$ cat src/rtl/alu_pkg.sv
// Shared ALU definitions: mode encodings, status flag bit positions and the
// per-mode status update mask.
package alu_pkg;

  localparam int unsigned DATA_W = 8;
  localparam int unsigned FLAG_W = 4;
  localparam int unsigned MODE_W = 4;

  localparam int unsigned FLG_Z = 3;
  localparam int unsigned FLG_C = 2;
  localparam int unsigned FLG_S = 1;
  localparam int unsigned FLG_O = 0;

  typedef logic [MODE_W-1:0] mode_t;
  typedef logic [FLAG_W-1:0] flags_t;

  localparam mode_t MODE_ADD  = 4'b0000;
  localparam mode_t MODE_SUB  = 4'b0001;
  localparam mode_t MODE_AND  = 4'b0010;
  localparam mode_t MODE_OR   = 4'b0011;
  localparam mode_t MODE_XOR  = 4'b0100;
  localparam mode_t MODE_NOT  = 4'b0101;
  localparam mode_t MODE_SHL  = 4'b0110;
  localparam mode_t MODE_INC  = 4'b0111;
  localparam mode_t MODE_ADC  = 4'b1000;
  localparam mode_t MODE_SBB  = 4'b1001;
  localparam mode_t MODE_SHR  = 4'b1010;
  localparam mode_t MODE_ROL  = 4'b1011;
  localparam mode_t MODE_ROR  = 4'b1100;
  localparam mode_t MODE_PASS = 4'b1101;
  localparam mode_t MODE_CLR  = 4'b1110;
  localparam mode_t MODE_NEG  = 4'b1111;

  // Arithmetic modes own the carry; everything else leaves C untouched.
  function automatic flags_t flag_mask(input mode_t mode);
    flags_t m;
    m = '1;
    case (mode)
      MODE_ADD, MODE_SUB, MODE_INC, MODE_ADC, MODE_SBB, MODE_NEG: m = '1;
      default: m[FLG_C] = 1'b0;
    endcase
    return m;
  endfunction

endpackage

$ cat src/rtl/alu_status_writeback_if.sv
// ALU-result / status / data-memory write bundle between the ALU environment
// and the status-writeback stage.
interface alu_status_writeback_if
  import alu_pkg::*;
#(
  parameter int unsigned ADDR_W = 8
);

  logic                alu_e;
  mode_t               mode;
  logic [DATA_W-1:0]   alu_out;
  flags_t              alu_flags;
  logic                wb_en;
  logic [ADDR_W-1:0]   dst_addr;
  logic                flag_we;
  flags_t              flag_wdata;
  flags_t              cflags;
  logic                stall;
  logic                busy;
  logic                ovf_err;
  logic                dmem_we;
  logic [ADDR_W-1:0]   dmem_addr;
  logic [DATA_W-1:0]   dmem_di;
  logic                dmem_ack;

  modport master (
    output alu_e, mode, alu_out, alu_flags, wb_en, dst_addr, flag_we, flag_wdata, dmem_ack,
    input  cflags, stall, busy, ovf_err, dmem_we, dmem_addr, dmem_di
  );

  modport slave (
    input  alu_e, mode, alu_out, alu_flags, wb_en, dst_addr, flag_we, flag_wdata, dmem_ack,
    output cflags, stall, busy, ovf_err, dmem_we, dmem_addr, dmem_di
  );

endinterface

$ cat src/rtl/alu_status_writeback_wb_fifo.sv
// Writeback buffer: DEPTH-entry circular FIFO exposing the head and the entry
// behind it so the write port can advance without a bubble.
module wb_fifo #(
  parameter int unsigned DEPTH = 2,
  parameter int unsigned WIDTH = 16
) (
  input  logic                       clk,
  input  logic                       rst_n,
  input  logic                       i_push,
  input  logic [WIDTH-1:0]           i_wdata,
  input  logic                       i_pop,
  output logic [WIDTH-1:0]           o_rdata_c,
  output logic [WIDTH-1:0]           o_rdata_nxt_c,
  output logic                       o_full_c,
  output logic                       o_empty_c,
  output logic [$clog2(DEPTH):0]     o_count
);

  localparam int unsigned PTR_W = $clog2(DEPTH);
  localparam int unsigned CNT_W = PTR_W + 1;

  logic [WIDTH-1:0] r_mem [DEPTH];
  logic [PTR_W-1:0] r_wr_ptr;
  logic [PTR_W-1:0] r_rd_ptr;
  logic [CNT_W-1:0] r_count;
  logic [PTR_W-1:0] w_rd_ptr_nxt;

  assign w_rd_ptr_nxt  = r_rd_ptr + PTR_W'(1);
  assign o_rdata_c     = r_mem[r_rd_ptr];
  assign o_rdata_nxt_c = r_mem[w_rd_ptr_nxt];
  assign o_full_c      = (r_count == CNT_W'(DEPTH));
  assign o_empty_c     = (r_count == '0);
  assign o_count       = r_count;

  // Storage carries no reset; validity is tracked by the count alone.
  always_ff @(posedge clk) begin
    if (i_push) begin
      r_mem[r_wr_ptr] <= i_wdata;
    end
  end

  // Pointers wrap naturally because DEPTH is a power of two.
  always_ff @(posedge clk or negedge rst_n) begin
    if (!rst_n) begin
      r_wr_ptr <= '0;
      r_rd_ptr <= '0;
      r_count  <= '0;
    end else begin
      if (i_push) r_wr_ptr <= r_wr_ptr + PTR_W'(1);
      if (i_pop)  r_rd_ptr <= w_rd_ptr_nxt;
      case ({i_push, i_pop})
        2'b10:   r_count <= r_count + CNT_W'(1);
        2'b01:   r_count <= r_count - CNT_W'(1);
        default: r_count <= r_count;
      endcase
    end
  end

endmodule

$ cat src/rtl/alu_status_writeback.sv
// ALU downstream stage: architectural status register fed back to the ALU,
// plus a buffered req/ack write path from ALU results to data memory.
module alu_status_writeback
  import alu_pkg::*;
#(
  parameter int unsigned DEPTH  = 2,
  parameter int unsigned ADDR_W = 8
) (
  input  logic                   clk,
  input  logic                   rst_n,
  alu_status_writeback_if.slave  bus
);

  localparam int unsigned ENTRY_W = ADDR_W + DATA_W;
  localparam int unsigned CNT_W   = $clog2(DEPTH) + 1;

  localparam logic [0:0] ST_IDLE  = 1'b0;
  localparam logic [0:0] ST_WRITE = 1'b1;

  logic [0:0]         r_state;
  logic [0:0]         w_state_nxt;
  flags_t             r_cflags;
  flags_t             w_cflags_nxt;
  flags_t             w_mask;
  logic               r_ovf_err;
  logic [ADDR_W-1:0]  r_dmem_addr;
  logic [ADDR_W-1:0]  w_addr_nxt;
  logic [DATA_W-1:0]  r_dmem_di;
  logic [DATA_W-1:0]  w_di_nxt;
  logic               w_capture;
  logic               w_push;
  logic               w_pop;
  logic               w_full;
  logic               w_empty;
  logic [ENTRY_W-1:0] w_wr_data;
  logic [ENTRY_W-1:0] w_head;
  logic [ENTRY_W-1:0] w_head_nxt;
  logic [CNT_W-1:0]   w_count;

  assign w_capture = bus.alu_e & bus.wb_en;
  assign w_push    = w_capture & ~w_full;
  assign w_pop     = (r_state == ST_WRITE) & bus.dmem_ack;
  assign w_wr_data = {bus.dst_addr, bus.alu_out};
  assign w_mask    = flag_mask(bus.mode);

  wb_fifo #(
    .DEPTH (DEPTH),
    .WIDTH (ENTRY_W)
  ) u_wb_fifo (
    .clk           (clk),
    .rst_n         (rst_n),
    .i_push        (w_push),
    .i_wdata       (w_wr_data),
    .i_pop         (w_pop),
    .o_rdata_c     (w_head),
    .o_rdata_nxt_c (w_head_nxt),
    .o_full_c      (w_full),
    .o_empty_c     (w_empty),
    .o_count       (w_count)
  );

  // Status register next value; a direct load overrides the ALU update.
  always_comb begin
    w_cflags_nxt = r_cflags;
    if (bus.alu_e) begin
      w_cflags_nxt = (r_cflags & ~w_mask) | (bus.alu_flags & w_mask);
    end
    if (bus.flag_we) begin
      w_cflags_nxt = bus.flag_wdata;
    end
  end

  // Write FSM; the address/data registers always hold the entry being offered.
  always_comb begin
    w_state_nxt = r_state;
    w_addr_nxt  = r_dmem_addr;
    w_di_nxt    = r_dmem_di;
    case (r_state)
      ST_IDLE: begin
        if (!w_empty) begin
          w_state_nxt            = ST_WRITE;
          {w_addr_nxt, w_di_nxt} = w_head;
        end
      end
      ST_WRITE: begin
        if (bus.dmem_ack) begin
          if (w_count > CNT_W'(1)) begin
            {w_addr_nxt, w_di_nxt} = w_head_nxt;
          end else if (w_push) begin
            {w_addr_nxt, w_di_nxt} = w_wr_data;
          end else begin
            w_state_nxt = ST_IDLE;
            w_addr_nxt  = '0;
            w_di_nxt    = '0;
          end
        end
      end
      default: begin
        w_state_nxt = ST_IDLE;
        w_addr_nxt  = '0;
        w_di_nxt    = '0;
      end
    endcase
  end

  always_ff @(posedge clk or negedge rst_n) begin
    if (!rst_n) begin
      r_state     <= ST_IDLE;
      r_cflags    <= '0;
      r_ovf_err   <= 1'b0;
      r_dmem_addr <= '0;
      r_dmem_di   <= '0;
    end else begin
      r_state     <= w_state_nxt;
      r_cflags    <= w_cflags_nxt;
      r_dmem_addr <= w_addr_nxt;
      r_dmem_di   <= w_di_nxt;
      if (w_capture & w_full) begin
        r_ovf_err <= 1'b1;
      end
    end
  end

  assign bus.cflags    = r_cflags;
  assign bus.stall     = w_full;
  assign bus.busy      = (w_count != '0) | (r_state == ST_WRITE);
  assign bus.ovf_err   = r_ovf_err;
  assign bus.dmem_we   = (r_state == ST_WRITE);
  assign bus.dmem_addr = r_dmem_addr;
  assign bus.dmem_di   = r_dmem_di;

endmodule

$ cat src/flat_wrapper.sv
// flat-port wrapper written by rule: the top's interface ports become plain ports
module alu_status_writeback_flat import alu_pkg::*;
#(
  parameter int unsigned DEPTH  = 2,
  parameter int unsigned ADDR_W = 8
)
  (clk, rst_n, bus_alu_e, bus_mode, bus_alu_out, bus_alu_flags, bus_wb_en, bus_dst_addr, bus_flag_we, bus_flag_wdata, bus_dmem_ack, bus_cflags, bus_stall, bus_busy, bus_ovf_err, bus_dmem_we, bus_dmem_addr, bus_dmem_di);
  alu_status_writeback_if #(.ADDR_W(ADDR_W)) bus_i ();
  input  logic clk;
  input  logic rst_n;
  input wire logic [$bits(bus_i.alu_e)-1:0] bus_alu_e;
  input wire logic [$bits(bus_i.mode)-1:0] bus_mode;
  input wire logic [$bits(bus_i.alu_out)-1:0] bus_alu_out;
  input wire logic [$bits(bus_i.alu_flags)-1:0] bus_alu_flags;
  input wire logic [$bits(bus_i.wb_en)-1:0] bus_wb_en;
  input wire logic [$bits(bus_i.dst_addr)-1:0] bus_dst_addr;
  input wire logic [$bits(bus_i.flag_we)-1:0] bus_flag_we;
  input wire logic [$bits(bus_i.flag_wdata)-1:0] bus_flag_wdata;
  input wire logic [$bits(bus_i.dmem_ack)-1:0] bus_dmem_ack;
  output wire logic [$bits(bus_i.cflags)-1:0] bus_cflags;
  output wire logic [$bits(bus_i.stall)-1:0] bus_stall;
  output wire logic [$bits(bus_i.busy)-1:0] bus_busy;
  output wire logic [$bits(bus_i.ovf_err)-1:0] bus_ovf_err;
  output wire logic [$bits(bus_i.dmem_we)-1:0] bus_dmem_we;
  output wire logic [$bits(bus_i.dmem_addr)-1:0] bus_dmem_addr;
  output wire logic [$bits(bus_i.dmem_di)-1:0] bus_dmem_di;
  assign bus_i.alu_e = bus_alu_e;
  assign bus_i.mode = bus_mode;
  assign bus_i.alu_out = bus_alu_out;
  assign bus_i.alu_flags = bus_alu_flags;
  assign bus_i.wb_en = bus_wb_en;
  assign bus_i.dst_addr = bus_dst_addr;
  assign bus_i.flag_we = bus_flag_we;
  assign bus_i.flag_wdata = bus_flag_wdata;
  assign bus_i.dmem_ack = bus_dmem_ack;
  assign bus_cflags = bus_i.cflags;
  assign bus_stall = bus_i.stall;
  assign bus_busy = bus_i.busy;
  assign bus_ovf_err = bus_i.ovf_err;
  assign bus_dmem_we = bus_i.dmem_we;
  assign bus_dmem_addr = bus_i.dmem_addr;
  assign bus_dmem_di = bus_i.dmem_di;
  alu_status_writeback #(.DEPTH(DEPTH), .ADDR_W(ADDR_W)) u_core (.clk(clk), .rst_n(rst_n), .bus(bus_i));
endmodule
$ cat config.mk
export PLATFORM = sky130hd
export DESIGN_NAME = alu_status_writeback_flat
export DESIGN_NICKNAME = d
export VERILOG_FILES = /design/src/rtl/alu_pkg.sv /design/src/rtl/alu_status_writeback_if.sv /design/src/rtl/alu_status_writeback_wb_fifo.sv /design/src/rtl/alu_status_writeback.sv /design/src/flat_wrapper.sv
export SDC_FILE = /design/constraint.sdc
export NUM_CORES = 1
export LEC_CHECK = 0
export CORE_UTILIZATION = 34
export CTS_CLUSTER_SIZE = 8
export DETAILED_ROUTE_END_ITERATION = 8
export GPL_ROUTABILITY_DRIVEN = 0
export PLACE_DENSITY = 0.56
export REMOVE_ABC_BUFFERS = 1
export SLEW_MARGIN = 20
export SYNTH_ARGS = -nofsm -noshare
export SYNTH_HDL_FRONTEND = slang
export SYNTH_SLANG_ARGS = --single-unit
export TNS_END_PERCENT = 100
$ cat constraint.sdc
create_clock -name clk -period 2.9 [get_ports clk]
set_input_delay 0.58 -clock clk [delete_from_list [all_inputs] [get_ports clk]]
set_output_delay 0.58 -clock clk [all_outputs]
set_load 0.05 [all_outputs]
==> qor.txt, run 1 <==
Status - finished, final reports clean
CTS Hold Buffers Added - 0
Area leader, netlist - edfxtp_1
Power Total - 3.86 mW
Max-cap violation count - 0
Critical Path Fanout Max - 3
RSZ-0062 raised after global routing - false
Synth top area share - 0.339
TritonCTS buffer count - 9
# port buffers - 56
Post-Syn Area - 0.00283 mm2
H-tree depth - 3
First-pass GRT wire length - 10,600 um
R2R depth - 4
CTS Sinks - 58
Final Cycle Share - 0.833
Critical Path RT - 2320 ps
Actual slew at the worst max-slew pin - 800 ps
Ys flop type - edfxtp_1
Hold Vio Cnt, Final - 0
CTS tree - yes
Vias per cell - 5.08
Async set-or-reset flop fraction in the synthesized netlist - 0.448
EDFF count, synth - 32
Seq cells post-synth - 58
Commonest cells post-synth - 32 x a21oi_1, 32 x edfxtp_1, 26 x dfrtp_1, 19 x mux2i_1
Starting density of the core - 0.359
Synth top area cells - edfxtp_1 34%, dfrtp_1 23%, mux2i_1 6.7%
Hold Path Depth - 1
Post-synth cell types - 30
Placed Area - 0.00346 mm2
Post_cts resized - 0
Largest net degree at the start of global routing - 27
Setup WS pre-CTS - 617 ps
Fraction of layout cells with a size suffix above 1 - 0.199
Lkg Pwr - 1.38 nW
Core Footprint - 0.00789 mm2
Antenna violations before repair - 0
Setup TNS - 0 ps
Number of I/O pins - 58
Fillers - 732
Worst skew pair latency - 330 ps
Achievable clock frequency - 414 MHz
Max IR drop VDD - 0.325 mV
CP cell instances - inv_1 > ha_1 > clkdlybuf4s50_1
Clk slew on worst S/H paths - 60 ps
DR DRC count - 0
Minimum clock period - 2410 ps
Area Growth Syn to Fin - 28.6%
Mapped Cells - 215
Avg Inst Size Synth - 13.2 um2
Setup Skew - 13.2 ps
Slew headroom - 0.466
Pwr Density - 1060 mW/mm2
Die height - 93.3 um
Setup Viol. Count Final - 0
Sequential cell area - 0.00161 mm2
Synth warn - 0
Kind of critical path - register to output pin
Die ar. - 0.00870 mm2
Final WS setup - 486 ps
Seq/Total Area, Yosys - 0.569
Routed Antenna Nets - 0
Final slew viol count - 0
Inserted Diodes - 0
DR vias - 1,946
Footprint of the multi-input gates - 0.00104 mm2
TritonRoute pass-1 iters - 4
Clock buffer depth - 2
CP arrival - 1830 ps
Max incr delay on CP - 820 ps
Hold WC Path Type - register to register
CP endpoint kind - output pin
Design area - 0.00364 mm2
Critical Path Start Type - register
Total GRT Usage - 0.165
Post-DP HPWL - 4180 um
Layout net count - 314
Die width - 93.3 um
Crit-path slowest cell - clkdlybuf4s50_1
Vias in the first global route - 2,092
Root Buffer - clkbuf_8
Setup bufs post-CTS - 0
Remaining global-route overflow - 0
Rows - 32
Initial drt markers - 73
Routed WL - 6420 um
WL/cell - 16.8 um
cells in the final DEF (no fill, tap or decap):
master / instances
clkbuf_8: 9
nand2_1: 5
o2111a_1: 1
a31o_2: 1
ha_1: 4
nand2b_1: 3
nand3_1: 16
nor2_1: 4
dfrtp_1: 26
and3b_1: 1
and2_2: 1
o21ai_0: 5
clkbuf_1: 2
clkinvlp_4: 2
bufinv_16: 1
mux2_2: 16
mux2i_1: 19
clkinv_2: 2
a221oi_2: 10
clkdlybuf4s50_1: 55
a221oi_1: 7
and3_1: 1
buf_4: 13
o31a_2: 1
edfxtp_1: 32
a21oi_1: 32
inv_1: 7
xnor2_1: 4
nor2b_1: 1
flip-flops by register name, indices dropped and copies added, names as in the netlist, named ones only:
signal	count
u_core.u_wb_fifo.o_count	2
u_core.u_wb_fifo.r_rd_ptr	1
u_core.bus.ovf_err	1
u_core.bus.dmem_we	1
u_core.bus.dmem_di	8
u_core.bus.dmem_addr	8
u_core.bus.cflags	3
u_core.u_wb_fifo.r_wr_ptr	1
u_core.u_wb_fifo.r_mem	32
path summary, 6_finish.rpt:
kind | slack [ps] | end | startpoint
worst min register to register | 480 | u_core.bus.ovf_err | u_core.bus.ovf_err
min in group asynchronous | 630 | u_core.bus.cflags[1] | rst_n
worst max-delay path | 490 | bus_stall | u_core.u_wb_fifo.o_count[0]
worst min-delay path | 480 | u_core.bus.ovf_err | u_core.bus.ovf_err
worst max register to register | 970 | u_core.u_wb_fifo.r_mem[1][5] | u_core.u_wb_fifo.o_count[0]
max in group asynchronous | 1980 | u_core.bus.dmem_we | rst_n
layer usage:
layer | vias to the layer above | routed length (um) | GRT usage
met5 | - | 0 | 0
met4 | 0 | 92 | 0.0692
met3 | 10 | 393 | 0.0341
met2 | 59 | 3100 | 0.279
met1 | 941 | 2830 | 0.204
li1 | 936 | - | -
logic make-up (layout without fill, tap and decap cells):
kind of cell,count (synthesis),in the layout,synth area share
muxes,35,35,0.131
adders and majority gates,4,4,0.0177
AOI/OAI and AO/OA,57,57,0.151
DFF,58,58,0.569
buffers and inverters,25,91,0.0627
and+or+nand+nor,32,32,0.0570
xor gates and xnor gates,4,4,0.0124
layout make-up:
class                   count  area share
inverters                   7     0.00721
repair buffers             68       0.178
flip-flops and latches     58       0.442
clock inverters             5      0.0151
clock buffers              11      0.0361
well taps                 102      0.0350
multi-input cells         132       0.286
stage by stage:
stage	util	hold WS (ps)	std cells
6_report	0.462	481	383
5_1_grt	0.462	500	383
4_1_cts	0.462	483	383
3_5_place_dp	0.438	461	367
3_3_place_gp	0.438	455	367
2_1_floorplan	-	284	197
worst max-delay path: cells and delay by family, from the launching register on:
family / cells / cell delay (ps)
buffers and inverters: 2 / 910
DFF: 1 / 400
adders and majority gates: 1 / 200
power by group:
group          internal (mW)  total, mW  switching (mW)
clock network          0.394      0.705           0.311
registers               1.10       1.23           0.126
logic                  0.742       1.92            1.18
total                   2.24       3.86            1.62
No activity file was read; power rests on OpenSTA's default activity.
==> inputs of run 2 (changes only) <==
Settings changed: PLACE_DENSITY 0.56 to 0.58.
Clock period 2.9 ns to 2 ns, I/O delays scaled along.
==> qor.txt, run 2 (synthesized netlist as in run 1, its figures left out) <==
First-pass GRT wire length - 10,400 um (-1.5%)
R2R setup slack - 190 ps (-780 ps)
Reg2reg start - u_core.u_wb_fifo.o_count[0]
Antenna violations before repair - 0 (unchanged)
Net Sw Power - 2.36 mW (+46%)
Max incr delay on CP - 820 ps (about the same)
Crit path buf inv count - 1 (-1)
Most common cell after layout, fill and taps aside - clkdlybuf4s50_1
Crit path from - u_core.bus.dmem_addr[6]
Setup Viol. Count Final - 0 (unchanged)
TritonCTS buffer count - 9 (unchanged)
Worst skew pair latency - 340 ps (about the same)
Final slew viol count - 0 (unchanged)
Post-DP HPWL - 4060 um (-3.0%)
Hold_ws - 446 ps (-35.6 ps)
Largest net degree at the start of global routing - 30 (+11%)
RSZ-0062 raised after global routing - false
DR DRC count - 0 (unchanged)
Met3 GRT Util - 0.0642 (+0.0301)
Critical Path Fanout Max - 2 (-1)
Clock buffer depth - 2 (unchanged)
Busiest grt layer - met2
Power Total - 5.79 mW (+50%)
Met1 Track Usage GR - 0.205 (+0.00102)
CP cell instances - clkdlybuf4s50_1
TritonRoute pass-1 iters - 4 (unchanged)
DR vias - 1,987 (+2.1%)
WP depth - 1 (-2)
Seq pwr share - 0.310 (-0.009)
Die width - 93.3 um (unchanged)
Critical Path RT - 1600 ps (-720 ps)
Core Footprint - 0.00789 mm2 (unchanged)
Hold Vio Cnt, Final - 0 (unchanged)
Final Cycle Share - 0.967
CP arrival - 1530 ps (-300 ps)
CTS tree - yes
Post_cts resized - 0 (unchanged)
Max IR drop VDD - 0.538 mV (+65%)
Largest register FFs - 32 (unchanged)
Setup bufs post-CTS - 0 (unchanged)
Max-cap violation count - 0 (unchanged)
R2R depth - 6 (+2)
Layout net count - 319 (+1.6%)
Int Pwr - 3.43 mW (+53%)
Hold WC Path Type - input pin to asynchronous set/reset pin
Crit-path slowest cell - clkdlybuf4s50_1
Rows - 32 (unchanged)
CTS Sinks - 58 (unchanged)
Met2 usage - 0.249 (-0.0294)
Worst reg2reg path endpoint - u_core.u_wb_fifo.r_mem[0][15]
Number of I/O pins - 58 (unchanged)
Fraction of layout cells with a size suffix above 1 - 0.217 (+0.0175)
Sw Ratio - 0.408 (-0.0113)
# port buffers - 56 (unchanged)
Die ar. - 0.00870 mm2 (unchanged)
Most flop-heavy register - u_core.u_wb_fifo.r_mem
Achievable clock frequency - 517 MHz
Critical Path Start Type - register
Fillers - 711 (-2.9%)
Critical Path Sink - bus_dmem_addr[6]
Minimum clock period - 1930 ps
Initial drt markers - 120 (+64%)
Actual slew at the worst max-slew pin - 515 ps (-285 ps)
Slew headroom - 0.655 (+0.189)
Kind of critical path - register to output pin
Remaining global-route overflow - 0 (unchanged)
CP delay by family, top - buffers and inverters
Die height - 93.3 um (unchanged)
Starting density of the core - 0.359 (unchanged)
Comb pwr share - 0.503 (+0.004)
Status - finished, final reports clean
Total GRT Usage - 0.161 (-0.00361)
Routed Antenna Nets - 0 (unchanged)
Pwr Density - 1540 mW/mm2 (+45%)
CP endpoint kind - output pin
Clock power share - 0.187 (+0.004)
Area Growth Syn to Fin - 32.8%
H-tree depth - 3 (unchanged)
Vias per cell - 5.12 (+0.79%)
Setup Skew - 9.49 ps (-3.73 ps)
Lkg Pwr - 1.45 nW (+4.7%)
Inserted Diodes - 0 (unchanged)
Vias in the first global route - 2,054 (-1.8%)
Routed WL - 6340 um (-1.3%)
CTS Hold Buffers Added - 0 (unchanged)
Clk slew on worst S/H paths - 60 ps (about the same)
Commonest non-fill, non-tap cells in the layout - 53 x clkdlybuf4s50_1, 32 x a21oi_1, 32 x edfxtp_1, 26 x dfrtp_1, 19 x mux2i_1
Root Buffer - clkbuf_8
WL/cell - 16.3 um (-2.5%)
==> run 2: metrics by stage <==
stage / instances / TNS, ps / setup WS (ps) / cell area, um2 / utilization
floorplan: 197 / -12620 / -655 / 2680 / -
global placement: 372 / 0 / 80.5 / 3560 / 0.452
detailed placement: 372 / 0 / 79.2 / 3560 / 0.452
CTS: 388 / 0 / 38.2 / 3760 / 0.477
global route: 388 / 0 / 16.8 / 3760 / 0.477
finish: 388 / 0 / 66.8 / 3760 / 0.477
==> run 2: worst min-delay path by stage <==
stage | startpoint | to
floorplan | rst_n | asynchronous set/reset pin
global placement | u_core.bus.ovf_err | u_core.bus.ovf_err
detailed placement | u_core.bus.ovf_err | u_core.bus.ovf_err
CTS | rst_n | u_core.bus.dmem_di[3]
global route | rst_n | u_core.bus.dmem_di[3]
finish | rst_n | u_core.bus.dmem_di[7]
==> run 2: routing by layer <==
| layer | part of all wire | wire, um |
|---|---|---|
| met1 | 0.45 | 2870 |
| met4 | 0.014 | 89 |
| met5 | 0 | 0 |
| met3 | 0.075 | 477 |
| met2 | 0.46 | 2910 |
==> run 2: layout make-up <==
| class | count | area (um2) | share of cell area |
|---|---|---|---|
| Tap cell | 102 | 128 | 0.0339 |
| Sequential cell | 58 | 1610 | 0.428 |
| Clock buffer | 13 | 159 | 0.0422 |
| Timing Repair Buffer | 73 | 756 | 0.201 |
| Multi-Input combinational cell | 132 | 1040 | 0.277 |
| Clock inverter | 3 | 38.8 | 0.0103 |
| Inverter | 7 | 26.3 | 0.00698 |
==> run 2: power by group through the flow <==
stage	registers [mW]	clock network (mW)	logic, mW
3_5_place_dp	1.83	0	2.93
6_report	1.80	1.08	2.91
2_1_floorplan	2.56	0	1.12
4_1_cts	1.81	1.12	2.94
5_1_grt	1.84	1.16	3.11
3_3_place_gp	1.81	0	2.92
==> inputs of run 3 (changes only) <==
==> constraint.sdc (replaced) <==
create_clock -name clk -period 2 [get_ports clk]
set_input_delay 0.4 -clock clk [delete_from_list [all_inputs] [get_ports clk]]
set_output_delay 0.4 -clock clk [all_outputs]
set_load 0.1 [all_outputs]
==> qor.txt, run 3 (synthesized netlist as in run 1, its figures left out) <==
# port buffers - 56 (unchanged)
Fillers - 721 (+1.4%)
Post-DP HPWL - 4270 um (+5.3%)
Actual slew at the worst max-slew pin - 379 ps (-136 ps)
Kind of critical path - register to output pin
Most common cell after layout, fill and taps aside - buf_4
Die ar. - 0.00870 mm2 (unchanged)
Root Buffer - clkbuf_8
Lkg Pwr - 1.47 nW (+1.6%)
Clk slew on worst S/H paths - 60 ps (about the same)
Worst skew pair latency - 340 ps (about the same)
Fin cells - 390 (+0.52%)
TritonCTS buffer count - 9 (unchanged)
Initial drt markers - 126 (+5.0%)
Core Footprint - 0.00789 mm2 (unchanged)
H-tree depth - 3 (unchanged)
Vias per cell - 5.15 (+0.49%)
Starting density of the core - 0.359 (unchanged)
Setup bufs post-CTS - 0 (unchanged)
WL/cell - 16.8 um (+2.7%)
Status - finished, final reports clean
Setup WS pre-CTS - 49.1 ps (-30.2 ps)
Most flop-heavy register - u_core.u_wb_fifo.r_mem
Layout net count - 321 (+0.63%)
Final Cycle Share - 0.899 (-0.0675)
Critical Path Fanout Max - 6 (+4)
Routed Antenna Nets - 0 (unchanged)
Area Growth Syn to Fin - 31.6%
Pwr Density - 1770 mW/mm2 (+15%)
Setup Viol. Count Final - 0 (unchanged)
Achievable clock frequency - 556 MHz (+7.5%)
DR vias - 2,007 (+1.0%)
DR DRC count - 0 (unchanged)
Remaining global-route overflow - 0 (unchanged)
Setup Skew - 5.68 ps (-3.81 ps)
Routed WL - 6540 um (+3.2%)
Clock buffer depth - 2 (unchanged)
Rows - 32 (unchanged)
Largest net degree at the start of global routing - 30 (unchanged)
Power Total - 6.59 mW (+14%)
Dpl cells - 374 (+0.54%)
Inserted Diodes - 0 (unchanged)
Minimum clock period - 1800 ps (-135 ps)
CTS Sinks - 58 (unchanged)
Hold WC Path Type - input pin to asynchronous set/reset pin
Slew headroom - 0.747 (+0.0917)
TritonRoute pass-1 iters - 4 (unchanged)
Critical Path Start Type - register
Total GRT Usage - 0.162 (+0.00131)
Max IR drop VDD - 0.951 mV (+77%)
Fraction of layout cells with a size suffix above 1 - 0.299 (+0.0818)
CP endpoint kind - output pin
Final slew viol count - 0 (unchanged)
First-pass GRT wire length - 10,400 um (-0.39%)
RSZ-0062 raised after global routing - false
Max-cap violation count - 0 (unchanged)
Commonest non-fill, non-tap cells in the layout - 37 x buf_4, 32 x a21oi_1, 32 x clkdlybuf4s50_1, 32 x edfxtp_1, 26 x dfrtp_1
Final Util - 0.473 (-0.00428)
CTS tree - yes
Antenna violations before repair - 0 (unchanged)
Die height - 93.3 um (unchanged)
Vias in the first global route - 2,038 (-0.78%)
Hold Vio Cnt, Final - 0 (unchanged)
CP arrival - 1400 ps (-130 ps)
Number of I/O pins - 58 (unchanged)
Die width - 93.3 um (unchanged)
Final WS setup - 202 ps (+135 ps)
Largest register FFs - 32 (unchanged)
Critical Path RT - 1600 ps (about the same)
-- run 3: stage by stage --
step | instance area [um2] | hold WS (ps) | setup TNS, ps
floorplan | 2680 | 104 | -30380
global placement | 3530 | 456 | 0
detailed placement | 3530 | 473 | 0
CTS | 3720 | 460 | 0
global route | 3730 | 492 | 0
finish | 3730 | 461 | 0
-- run 3: critical path, stage by stage, from the launching register on --
cell and delay, ps:
dfrtp_1 400, inv_1 80, ha_1 210, nand2b_2 170
buf_12 200
-- run 3: report_power, final --
part / switching [mW] / internal [mW] / leakage [nW]
clock network: 0.450 / 0.636 / 0.0987
registers: 0.224 / 1.60 / 0.593
logic: 2.53 / 1.15 / 0.781
total: 3.20 / 3.38 / 1.47
-- run 3: per-layer routing --
| layer | vias to the layer above | wire length (um) | track usage |
|---|---|---|---|
| met5 | - | 0 | 0 |
| met2 | 71 | 2870 | 0.246 |
| met1 | 977 | 3150 | 0.221 |
| met3 | 11 | 416 | 0.0382 |
| met4 | 0 | 111 | 0.0731 |
| li1 | 948 | - | - |
-- run 3: area by class of cell --
class / instances / area [um2] / area share
clock inverter: 3 / 37.5 / 0.0101
sequential: 58 / 1610 / 0.432
tap: 102 / 128 / 0.0342
multi-input combinational: 132 / 1050 / 0.281
timing repair buffer: 75 / 718 / 0.193
clock buffer: 13 / 159 / 0.0426
inverter: 7 / 26.3 / 0.00705
-- run 3: path summary, 6_finish.rpt --
kind | to | slack (ps) | depth (start not counted) | startpoint
min in group clk | u_core.bus.ovf_err | 490 | 1 | u_core.bus.ovf_err
max reg2reg | u_core.bus.dmem_addr[6] | 250 | 6 | u_core.u_wb_fifo.o_count[0]
max | bus_busy | 200 | 4 | u_core.u_wb_fifo.o_count[1]
min | u_core.u_wb_fifo.o_count[1] | 460 | 2 | rst_n
min reg2reg | u_core.bus.ovf_err | 490 | 1 | u_core.bus.ovf_err
max in group asynchronous | u_core.bus.dmem_addr[2] | 1260 | 2 | rst_n
-- run 3: what timing repair did --
action,CTS,global route
hold endpoints to repair,0,0
setup endpoints to repair,0,17
gates resized for setup,0,2
hold buffers,0,0
==> RTL change 1, RTL diff (config.mk and constraints of run 3) <==
`ADDR_W` is set to 8 in 3 places; all go to 6.
--- a/src/rtl/alu_status_writeback_if.sv
+++ b/src/rtl/alu_status_writeback_if.sv
@@ -5,3 +5,3 @@
 #(
-  parameter int unsigned ADDR_W = 8
+  parameter int unsigned ADDR_W = 6
 );
--- a/src/rtl/alu_status_writeback.sv
+++ b/src/rtl/alu_status_writeback.sv
@@ -6,3 +6,3 @@
   parameter int unsigned DEPTH  = 2,
-  parameter int unsigned ADDR_W = 8
+  parameter int unsigned ADDR_W = 6
 ) (
--- a/src/flat_wrapper.sv
+++ b/src/flat_wrapper.sv
@@ -4,3 +4,3 @@
   parameter int unsigned DEPTH  = 2,
-  parameter int unsigned ADDR_W = 8
+  parameter int unsigned ADDR_W = 6
 )
Interface: changed (resized bus_dmem_addr and bus_dst_addr); port bits go from 58 to 54. No check against the original RTL was run, so the function may have changed too.
==> RTL change 1 against run 3 <==
Non-clock buffer count shrank 6; area after synthesis shrank 11%; sequential share of layout area rose by 1.2 points; power down 17%; routed wire length decreased by 15%; core utilization shrank 2.3 points; design area shrank 13%; setup slack got worse by 0.095 ns; clock power down 47%; count of clock-buffer cells in the layout shrank 6; die area shrank 11%; via count shrank 11%; sequential cell count shrank 6; critical path type unchanged; largest cell class unchanged.
==> RTL change 1: results (changes against run 3) <==
Parameter                              Value

Status
  Result of the run ... complete, no violations (unchanged)

Setup path
  Family with the most delay on the worst path ... flip-flops (unchanged)
  Register-to-Register Setup Slack ... 0.21 ns (was 0.25 ns)
  Master of the slowest instance on the critical path ... dfrtp_1 (unchanged)
  Maximum fanout along the worst path ... 5 (was 6)
  R2r worst-path depth ... 6 (unchanged)
  Arrival time of the worst setup path ... 1.49 ns (was 1.40 ns)
  Delay of the slowest critical-path stage ... approximately 0.39 ns

Yosys
  Share of synthesized area occupied by flip-flops and latches ... 57.1% (was 56.9%)
  Async SR Flop Fraction ... 46.2% (was 44.8%)
  Synth cell count leaders ... a21oi_1, edfxtp_1, dfrtp_1 (unchanged)
  Yosys top cell area share ... 33.3% (was 33.9%)
  EDFF count, synth ... 28 (was 32)
  Largest cells by area after synthesis ... edfxtp_1, dfrtp_1, mux2i_1 (unchanged)
  Count of different cell masters after synthesis ... 29 (was 30)

Layout
  Register containing the most flip-flops in the final layout ... u_core.u_wb_fifo.r_mem (unchanged)
  Flip-flop count of the largest register, all copies and words added ... 28 (was 32)
  Fill count ... 696 (was 721)
  Final antenna diode count ... 0 (unchanged)
  Net count of the finished layout ... 291 (was 321)
  Fraction of layout instances using a drive strength above 1 ... 27.3% (was 29.9%)

Detailed routing
  Drt first pass iters ... 7 (was 4)
  Number of vias per cell ... 5.03 (was 5.15)
  Final Routed Wirelength ... 5550 um (was 6540 um)
  1st-iter DRT viols ... 156 (was 126)

Power
  Peak supply drop ... 1240 uV (was 951 uV)
  Pleak ... 1.29 nW (was 1.47 nW)
  Reported net switching power ... 2.78 mW (was 3.20 mW)

Global routing
  Global-route wire length before repair ... 9090 um (was 10,400 um)
  Overall track demand over capacity in global routing ... 15.9% (was 16.2%)
  Maximum number of pins on one net before global-route repair ... 25 (was 30)
  Vias in the first global route ... 1,792 (was 2,038)

Placed design
  Detail Placement HPWL ... 3890 um (was 4270 um)
  Input/output buffers ... 52 (was 56)

CTS
  Clk slew on worst S/H paths ... 0.10 ns (was 0.06 ns)
  Max H-tree Level ... 2 (was 3)
  Worst-skew pair later-pin latency ... 0.31 ns (was 0.34 ns)
  CTS buffer count ... 5 (was 9)

Timing
  Largest clock skew in the final design ... 0.0113 ns (was 0.00568 ns)
  Headroom to the max-slew limit ... 59.7% (was 74.7%)

Min path
  Type of the tightest min-delay check ... primary input to async pin (unchanged)
-- RTL change 1: worst paths after layout --
kind | startpoint | endpoint
max in group asynchronous | rst_n | u_core.bus.dmem_addr[4]
min reg2reg | u_core.bus.ovf_err | u_core.bus.ovf_err
min | rst_n | u_core.bus.dmem_addr[3]
min in group clk | u_core.bus.ovf_err | u_core.bus.ovf_err
max | u_core.u_wb_fifo.o_count[0] | bus_busy
max reg2reg | u_core.u_wb_fifo.o_count[0] | u_core.u_wb_fifo.r_mem[0][8]
-- RTL change 1: final cells by class --
class / instances / area share (%)
repair buffers: 69 / 19.4
clock inverters: 1 / 0.154
clock buffers: 7 / 2.35
inverters: 7 / 0.810
well taps: 99 / 3.82
multi-input cells: 120 / 29.0
flip-flops and latches: 52 / 44.4
-- RTL change 1: logic make-up after synthesis --
group / after synthesis / share of synthesized area, %
adders and majority gates: 4 / 1.98
muxes: 31 / 13.0
AOI/OAI and AO/OA: 51 / 14.9
DFF: 52 / 57.1
buffers and inverters: 21 / 5.60
xor gates and xnor gates: 4 / 1.39
and+or+nand+nor: 30 / 6.05
-- RTL change 1: metrics by stage --
step	std cells	total power, mW	worst slack [ns]	hold slack, ns	cell area (um2)
final	355	5.46	0.107	0.457	3250
after CTS	355	5.50	0.0866	0.469	3250
after floorplan	179	4.00	-0.752	0.104	2410
after detailed placement	347	4.91	0.108	0.462	3160
after global placement	347	4.89	0.134	0.455	3160
after global routing	355	5.74	0.0218	0.492	3250
-- RTL change 1: worst register-to-register path: cells and delay by family, from the launching register on --
family | cells | cell delay [ns]
adders and majority gates | 1 | 0.26
buffers and inverters | 3 | 0.40
DFF | 1 | 0.39
and+or+nand+nor | 2 | 0.44
-- RTL change 1: power groups by stage --
stage	combinational (mW)	clock, mW	sequential [mW]
finish	3.27	0.582	1.61
global route	3.45	0.647	1.64
CTS	3.29	0.604	1.61
detailed placement	3.29	0	1.63
global placement	3.27	0	1.62
floorplan	1.06	0	2.94
-- RTL change 1: layer usage --
layer / track usage (%) / part of all wire, % / vias to the layer above
met5: 0 / 0 / -
met4: 6.16 / 1.3 / 0
met3: 3.68 / 6.0 / 8
met2: 25.0 / 47 / 61
met1: 21.4 / 45 / 868
li1: - / - / 848
==> RTL change 2, RTL diff (config.mk and constraints of run 3) <==
Made on the original files. Take the reset off `r_dmem_addr` and `r_dmem_di` and load them in a clocked block of their own.
--- a/src/rtl/alu_status_writeback.sv
+++ b/src/rtl/alu_status_writeback.sv
@@ -110,4 +110,2 @@
       r_ovf_err   <= 1'b0;
-      r_dmem_addr <= '0;
-      r_dmem_di   <= '0;
     end else begin
@@ -115,4 +113,2 @@
       r_cflags    <= w_cflags_nxt;
-      r_dmem_addr <= w_addr_nxt;
-      r_dmem_di   <= w_di_nxt;
       if (w_capture & w_full) begin
@@ -121,2 +117,7 @@
     end
+  end
+
+  always_ff @(posedge clk) begin
+    r_dmem_addr <= w_addr_nxt;
+    r_dmem_di   <= w_di_nxt;
   end
Function: differs if rst_n is asserted again (counterexample within 4 cycles, from zero or initial values and one cycle with rst_n low); with rst_n held inactive, the same outputs for 10 cycles.
==> RTL change 2 against run 3 <==
Area after synthesis shrank 12%; die area shrank 11%; clock skew is essentially flat; synthesized cell count shrank 23%; setup slack gained 0.011 ns; design area shrank 9.8%; sequential cell count is the same; routed wire length shrank 20%.
Power is left out: the tool's default activity adds up to more than one toggle a clock period on the data nets, which glitch-free logic cannot reach.
==> RTL change 2: results (changes against run 3) <==
Parameter                              Value

Global routing
  Maximum number of pins on one net before global-route repair ... 31 (was 30)
  Vias in the first global route ... 1,760 (was 2,038)
  GR Util met3 ... 4.71% (was 3.82%)
  Overall track demand over capacity in global routing ... 15.3% (was 16.2%)
  Grt met1 use ... 19.6% (was 22.1%)
  Met2 GRT Util ... 23.2% (was 24.6%)
  Global-route wire length before repair ... 8460 um (was 10,400 um)
  Antenna violations before repair ... 0 (unchanged)

Status
  Result of the run ... complete, no violations (unchanged)

Detailed routing
  1st-iter DRT viols ... 123 (was 126)
  Final Routed Wirelength ... 5260 um (was 6540 um)
  Total via count in the routed design ... 1,746 (was 2,007)
  Drt first pass iters ... 4 (unchanged)

Layout
  Fraction of layout instances using a drive strength above 1 ... 20.9% (was 29.9%)
  Register containing the most flip-flops in the final layout ... u_core.u_wb_fifo.r_mem (unchanged)
  Final antenna diode count ... 0 (unchanged)
  Net count of the finished layout ... 268 (was 321)
  Flip-flop count of the largest register, all copies and words added ... 32 (unchanged)

Yosys
  Largest cells by area after synthesis ... edfxtp_1, a221oi_1, dfrtp_1 (was edfxtp_1, dfrtp_1, mux2i_1)
  Count of different cell masters after synthesis ... 28 (was 30)
  Synth Flop Type ... edfxtp_1 (unchanged)
  Share of synthesized area occupied by flip-flops and latches ... 67.5% (was 56.9%)
  Synth cell count leaders ... edfxtp_1, a221oi_1, o2bb2ai_1 (was a21oi_1, edfxtp_1, dfrtp_1)
  EDFF count, synth ... 48 (was 32)
  Async SR Flop Fraction ... 17.2% (was 44.8%)
  Synth warnings ... 0 (unchanged)

Placed design
  Detail Placement HPWL ... 3390 um (was 4270 um)
  Post-Place Cell Area ... 3180 um2 (was 3530 um2)
  Input/output buffers ... 56 (unchanged)
  Post-place setup slack ... 0.113 ns (was 0.0491 ns)

Setup path
  Maximum fanout along the worst path ... 9 (was 6)
  Arrival time of the worst setup path ... 1.86 ns (was 1.40 ns)
  Setup crit start kind ... register (unchanged)

CTS
  Post-cts resize count ... 0 (unchanged)
  Worst-skew pair later-pin latency ... 0.33 ns
  CTS buffer count ... 9 (unchanged)
  Buffer depth of the longest clock path ... 2 (unchanged)
  Clock root buffer master ... clkbuf_8 (unchanged)
  Number of setup buffers added after CTS ... 0 (unchanged)
  Clk slew on worst S/H paths ... 0.06 ns (about the same)
  Max H-tree Level ... 3 (unchanged)

Timing
  Final Slew Violations ... 0 (unchanged)
  Largest clock skew in the final design ... 0.00557 ns (was 0.00568 ns)
  Slew of the pin with the lowest slew margin ... 0.602 ns (was 0.379 ns)

Min path
  Type of the tightest min-delay check ... primary input to async pin (unchanged)
[RTL change 2: cell count changes after synthesis, sizes merged, moves of 2 or more]
cell	before	now
o2bb2ai	0	15
a21oi	32	0
dfrtp	26	10
buf	14	8
a221oi	17	31
edfxtp	32	48
mux2i	19	3
o21a	0	2
nand3	16	0
mux2	16	0
nand2b	3	1
[RTL change 2: cell families (layout without fill, tap and decap cells)]
group / count (synthesis) / in the layout / share of synthesized area [%]
adders and majority gates: 4 / 4 / 2.00
DFF: 58 / 58 / 67.5
xor gates and xnor gates: 4 / 4 / 1.40
buffers and inverters: 21 / 90 / 4.14
and+or+nand+nor: 18 / 18 / 4.34
AOI/OAI and AO/OA: 58 / 58 / 19.4
muxes: 3 / 3 / 1.20
[RTL change 2: area by class of cell]
cell class              count  area (um2)
multi-input cells          87         711
flip-flops and latches     58        1690
repair buffers             66         626
well taps                  96         120
clock inverters             6        57.6
clock buffers              10         128
inverters                   8        30.0
fillers                   631        3580
[RTL change 2: worst paths after layout]
kind / startpoint / to / slack (ns) / cells after the start
setup / recovery: u_core.u_wb_fifo.o_count[0] / u_core.bus.dmem_addr[5] / 0.21 / 6
hold / removal: rst_n / u_core.u_wb_fifo.r_wr_ptr / 0.38 / 1
setup reg to reg: u_core.u_wb_fifo.o_count[0] / u_core.bus.dmem_addr[5] / 0.21 / 6
hold reg to reg: u_core.bus.ovf_err / u_core.bus.ovf_err / 0.48 / 1
max in group asynchronous: rst_n / u_core.bus.cflags[3] / 1.31 / 1
min in group clk: u_core.bus.ovf_err / u_core.bus.ovf_err / 0.48 / 1
[RTL change 2: worst max-delay path: stages, from the launching register on]
cell and delay (ns):
dfrtp_1 0.40, inv_1 0.09, ha_1 0.25, and3b_1 0.23, and3_4 0.23, buf_4 0.18, o2bb2ai_1 0.14
[RTL change 2: layer usage]
metal | vias to the layer above | share of wire [%]
li1 | 817 | -
met1 | 846 | 45
met2 | 74 | 46
met3 | 9 | 7.2
met4 | 0 | 1.9
met5 | - | 0
[RTL change 2: metrics by stage]
stage / TNS [ns] / std cells / hold WS [ns]
final: 0 / 331 / 0.380
after global routing: 0 / 331 / 0.410
after CTS: 0 / 331 / 0.381
after detailed placement: 0 / 315 / 0.462
after global placement: 0 / 315 / 0.469
after floorplan: -39.58 / 153 / 0.104
